==> config.mk <==
export PLATFORM = sky130hd
export DESIGN_NAME = inst_prefetch_queue
export DESIGN_NICKNAME = d
export VERILOG_FILES = /design/src/rtl/inst_prefetch_queue.sv
export SDC_FILE = /design/constraint.sdc
export NUM_CORES = 1
export LEC_CHECK = 0
export ABC_AREA = 1
export ABC_CLOCK_PERIOD_IN_PS = 10800
export CORE_MARGIN = 1.5
export CORE_UTILIZATION = 50
export DETAILED_ROUTE_END_ITERATION = 7
export PLACE_DENSITY = 0.75
export RECOVER_POWER = 50
export SLEW_MARGIN = 20
export SYNTH_ARGS = -nofsm -noshare
export SYNTH_HDL_FRONTEND = slang
export SYNTH_SLANG_ARGS = --single-unit
==> constraint.sdc <==
create_clock -name clk -period 10.8 [get_ports clk]
set_input_delay 2.16 -clock clk [delete_from_list [all_inputs] [get_ports clk]]
set_output_delay 2.16 -clock clk [all_outputs]
set_load 0.02 [all_outputs]
==> src/rtl/inst_prefetch_queue.sv <==
// Fetch front end: issues sequential imem requests and buffers {pc, instr} pairs for IF/ID.
// Optional IPQ_BYPASS_EN forwards an ack straight to the output when the queue is empty.
module inst_prefetch_queue #(
  parameter int unsigned DEPTH    = 4,
  parameter logic [63:0] RESET_PC = 64'd0
) (
  input  logic        clk,
  input  logic        reset,
  input  logic        redirect,
  input  logic [63:0] redirect_pc,
  output logic        imem_req,
  output logic [63:0] imem_addr,
  input  logic        imem_ack,
  input  logic [31:0] imem_data,
  output logic        out_valid,
  output logic [63:0] out_pc,
  output logic [31:0] out_instr,
  input  logic        out_ready
);

  localparam int unsigned PtrW = (DEPTH > 1) ? $clog2(DEPTH) : 1;
  localparam int unsigned CntW = PtrW + 1;
  localparam logic [CntW-1:0] DepthCnt = CntW'(DEPTH);

  typedef enum logic [1:0] {StIdle, StBusy, StDiscard} state_e;

  state_e            state_q, state_d;
  logic [63:0]       fetch_pc_q, fetch_pc_d;
  logic [63:0]       stale_pc_q, stale_pc_d;
  logic [PtrW-1:0]   rd_ptr_q, rd_ptr_d;
  logic [PtrW-1:0]   wr_ptr_q, wr_ptr_d;
  logic [CntW-1:0]   count_q, count_d;
  logic [63:0]       pc_q    [DEPTH];
  logic [31:0]       instr_q [DEPTH];

  logic ack_v;
  logic keep;
  logic bypass;
  logic q_push;
  logic q_pop;

  // An ack is only meaningful while a request is outstanding.
  assign ack_v = imem_ack & imem_req;
  assign keep  = (state_q == StBusy) & ack_v & ~redirect;

`ifdef IPQ_BYPASS_EN
  assign bypass = keep & (count_q == '0);
`else
  assign bypass = 1'b0;
`endif

  assign q_pop  = (count_q != '0) & out_ready & ~redirect;
  // A bypassed word consumed this cycle never enters the queue.
  assign q_push = keep & ~(bypass & out_ready);

  always_comb begin
    rd_ptr_d = rd_ptr_q;
    wr_ptr_d = wr_ptr_q;
    count_d  = count_q;
    if (redirect) begin
      rd_ptr_d = wr_ptr_q;
      count_d  = '0;
    end else begin
      if (q_push) wr_ptr_d = wr_ptr_q + PtrW'(1);
      if (q_pop)  rd_ptr_d = rd_ptr_q + PtrW'(1);
      count_d = count_q + CntW'(q_push) - CntW'(q_pop);
    end
  end

  always_comb begin
    state_d    = state_q;
    fetch_pc_d = fetch_pc_q;
    stale_pc_d = stale_pc_q;
    case (state_q)
      StIdle: begin
        if (redirect) begin
          fetch_pc_d = redirect_pc;
        end else if (count_q < DepthCnt) begin
          state_d = StBusy;
        end
      end
      StBusy: begin
        if (redirect) begin
          fetch_pc_d = redirect_pc;
          if (ack_v) begin
            state_d = StIdle;
          end else begin
            // Keep driving the old address until the orphaned response returns.
            state_d    = StDiscard;
            stale_pc_d = fetch_pc_q;
          end
        end else if (ack_v) begin
          fetch_pc_d = fetch_pc_q + 64'd4;
          state_d    = (count_d < DepthCnt) ? StBusy : StIdle;
        end
      end
      StDiscard: begin
        if (redirect) fetch_pc_d = redirect_pc;
        if (ack_v)    state_d    = StIdle;
      end
      default: state_d = StIdle;
    endcase
  end

  always_ff @(posedge clk) begin
    if (reset) begin
      state_q    <= StIdle;
      fetch_pc_q <= RESET_PC;
      stale_pc_q <= RESET_PC;
      rd_ptr_q   <= '0;
      wr_ptr_q   <= '0;
      count_q    <= '0;
      for (int i = 0; i < DEPTH; i++) begin
        pc_q[i]    <= 64'd0;
        instr_q[i] <= 32'd0;
      end
    end else begin
      state_q    <= state_d;
      fetch_pc_q <= fetch_pc_d;
      stale_pc_q <= stale_pc_d;
      rd_ptr_q   <= rd_ptr_d;
      wr_ptr_q   <= wr_ptr_d;
      count_q    <= count_d;
      if (q_push) begin
        pc_q[wr_ptr_q]    <= fetch_pc_q;
        instr_q[wr_ptr_q] <= imem_data;
      end
    end
  end

  assign imem_req  = (state_q != StIdle);
  assign imem_addr = (state_q == StDiscard) ? stale_pc_q : fetch_pc_q;
  assign out_valid = (count_q != '0) | bypass;
  assign out_pc    = bypass ? fetch_pc_q : pc_q[rd_ptr_q];
  assign out_instr = bypass ? imem_data  : instr_q[rd_ptr_q];

endmodule

==> reports/metrics.csv <==
stage,metric,value,unit
timing,"Slew Viols, Final",296,
placement,# port buffers,262,
setup_path,WP data arrival,8480,ps
clocking,maximum clock insertion buffer count,3,
logic_synthesis,share of synthesized registers carrying an async set or reset,0,%
global_route,initial antenna violation count,0,
finish,ANT cells,0,
clocking,root buffer selected by CTS,clkbuf_16,
floorplanning,Die Ht,225,um
setup_path,crit path cell chain,dlygate4sd3_1 > nor2_8 > buf_4 > nand3_1 > nand2_1 > nand2_1 > clkbuf_1 > inv_1 > clkbuf_1 > o21ai_0 > a21oi_1,
setup_path,CP max FO,81,
timing,Max-slew headroom,-140,%
logic_synthesis,Mapped Nets,2992,
logic_synthesis,"EDFF count, synth",384,
floorplanning,die area,0.0506,mm^2
clocking,htree depth,2,
logic_synthesis,post-synthesis cell type count,36,
power,Power Dens Cells,163,mW/mm^2
finish,post-layout util,60.0,%
drt,Wirelength per Cell,20.8,um
clocking,post-cts resize count,0,
finish,Final #Nets,3157,
floorplanning,die width,225,um
power,Worst IR Drop VDD,107,uV
drt,Routed Antenna Nets,0,
timing,"Hold Vio Cnt, Final",0,
clocking,"Reg clk slew, reported paths",70,ps
clocking,CTS buffer count,53,
placement,placed cell area,0.0276,mm^2
global_route,global-route wire length before repair,117,mm
setup_path,Critical Path RT,11130,ps
setup_path,biggest cell delay along the critical path,1970,ps
logic_synthesis,post-synth top area cell,edfxtp_1,
floorplanning,# rows,81,
logic_synthesis,"FF+latch count, synth",523,
floorplanning,Core Footprint,0.0487,mm^2
timing,Fin Clk Skew,23.1,ps
clocking,Post-CTS Hold Buffers,0,
timing,min Tclk post-route,8150,ps
finish,layout cells sized above 1,4.43,%
timing,final setup TNS,0,ps
timing,Slew @ Worst Pin,3590,ps
logic_synthesis,"Primary FF master, synth",edfxtp_1,
status,status,"complete, but fails checks",
global_route,largest net degree at the start of global routing,129,
power,Leakage,10.5,nW
finish,Area Growth Syn to Fin,18.7,%
logic_synthesis,Yosys warnings,0,
setup_path,critical path class,in2reg,
drt,DRT Pass-1 Iters,6,
drt,drt via density,5.70,
placement,gpl congestion,0.954,
clocking,clk sinks,523,
timing,final worst path period share,75.5,%
global_route,GRT overflow,0,
clocking,CTS tree,done,
finish,register cell area after layout,0.0143,mm^2
finish,area of the multi-input gates,0.00860,mm^2
timing,RSZ-0062 raised after global routing,false,
logic_synthesis,Yosys top cell area share,46.8,%
timing,Setup WS post-layout,2650,ps
finish,fillcell total,4201,
flow_run,maxcap violations,5,
setup_path,CP max stage cell,clkbuf_1,
drt,Starting DRT DRC Count,2234,
logic_synthesis,Synth Cell Area,0.0246,mm^2
setup_path,Setup crit start kind,input port,
global_route,GRT Util Overall,30.3,%
timing,Final setup viols,0,
drt,Vias,21400,
status,failing checks,"capacitance limit, slew limit",
clocking,buffer count from post-CTS setup fixing,0,
setup_path,WP buf/inv,5,
placement,pre-CTS setup slack,4040,ps
floorplanning,Boundary Pins,263,
logic_synthesis,register area share after synthesis,58.1,%
timing,Hold Slack,496,ps
floorplanning,initial core utilization,50.6,%
drt,drt total wl,78.1,mm
logic_synthesis,Avg Inst Size Synth,8.54,um^2
logic_synthesis,Post-Syn Instances,2887,
global_route,vias in the first global route,20300,
clocking,latest clock arrival within the worst-skew pair,620,ps
min_path,worst hold path type,reg2reg,
logic_synthesis,"top cells by area, synth","edfxtp_1 (47%), dfxtp_1 (11%), nor2_1 (11%)",
setup_path,Crit path max-delay family,buffers and inverters,
timing,Fmax achieved,123,MHz
finish,final instance area,0.0292,mm^2
setup_path,Worst setup EP type,flip-flop,
placement,HPWL after detailed placement,51.0,mm
drt,# DRC,0,
## power by group
group	switching (mW)	total, mW	internal [mW]
logic	0.408	0.622	0.214
clock network	0.798	1.85	1.05
registers	0.0585	2.31	2.25
## kinds of logic (layout without fill, tap and decap cells)
kind of cell	after synthesis	after routing	share of synthesized area [%]
compound gates	652	652	13.9
xor+xnor	11	11	0.391
fa+ha+maj	4	4	0.234
buf+inv	431	639	6.85
flops	523	523	58.1
simple gates	1266	1266	20.5
## state kept, by name (all words and copies together), names as in the netlist, named ones only
name and count:
count_q 3, fetch_pc_q 64, instr_q 128, pc_q 256, rd_ptr_q 2, stale_pc_q 64
state_q 2, wr_ptr_q 2
## through the flow
| stage | std cells | power [mW] |
|---|---|---|
| global route | 3759 | 4.91 |
| detailed placement | 3660 | 2.97 |
| finish | 3759 | 4.78 |
| global placement | 3660 | 2.96 |
| floorplan | 2887 | 2.68 |
| CTS | 3758 | 4.79 |
## routing by layer
layer	wire [um]	up-vias	GRT usage (%)
met5	0	-	0
met4	2990	0	11.3
met3	6770	143	4.22
met2	36800	1031	49.1
met1	31600	10300	41.5
li1	-	9984	-
## final timing paths
path | from | endpoint | slack (ps) | cells after the start
max | redirect | fetch_pc_q[39]$_SDFFE_PP0P_ | 2650 | 11
min | fetch_pc_q[29]$_SDFFE_PP0P_ | fetch_pc_q[29]$_SDFFE_PP0P_ | 500 | 2
max reg2reg | state_q[0]$_SDFFE_PP0P_ | fetch_pc_q[39]$_SDFFE_PP0P_ | 4560 | 11
min reg2reg | fetch_pc_q[29]$_SDFFE_PP0P_ | fetch_pc_q[29]$_SDFFE_PP0P_ | 500 | 2
## cell usage after synthesis (2+ instances only)
cell type	instances
nor2_1	714
nand2_1	402
o21ai_0	398
edfxtp_1	384
inv_1	235
clkbuf_1	141
dfxtp_1	139
a21oi_1	135
o22ai_1	97
nand3_1	67
nor3_1	54
buf_2	21
inv_2	19
nand4_1	12
nor2_4	11
xor2_1	9
buf_1	8
buf_6	5
o21ai_1	5
o21bai_1	4
a221oi_1	3
a31oi_1	3
ha_1	3
a22o_1	2
buf_4	2
nor2_2	2
o211ai_1	2
xnor2_1	2
## cells in the final DEF, fill, tap and decap left out, types with 5 or more instances in the layout
cell,count
nor2_1,725
o21ai_0,397
clkbuf_1,16
nand4_1,12
o22ai_1,97
clkinv_2,13
o21ai_1,5
nand3_1,67
nand2_1,401
clkbuf_16,56
xor2_1,9
dlygate4sd3_1,32
dfxtp_1,137
clkdlybuf4s50_1,229
a21oi_1,135
buf_4,19
nor3_1,54
inv_2,17
inv_1,232
edfxtp_1,384
## worst reg2reg max path, cell delays in order, from the launching register on
cell      delay, ps
dfxtp_1         320
inv_2           140
nor2_8           40
buf_4           370
nand3_1         260
nand2_1          70
nand2_1          50
clkbuf_1       1970
inv_1          1140
clkbuf_1       1040
o21ai_0         480
a21oi_1         100
## final cells by class
type,instances,area share (%)
Sequential cell,523,49.0
Multi-Input combinational cell,1933,29.4
Timing Repair Buffer,287,9.54
Clock buffer,71,5.12
Inverter,254,3.29
Tap cell,664,2.84
Clock inverter,27,0.839
(Power assumes the default switching activity.)
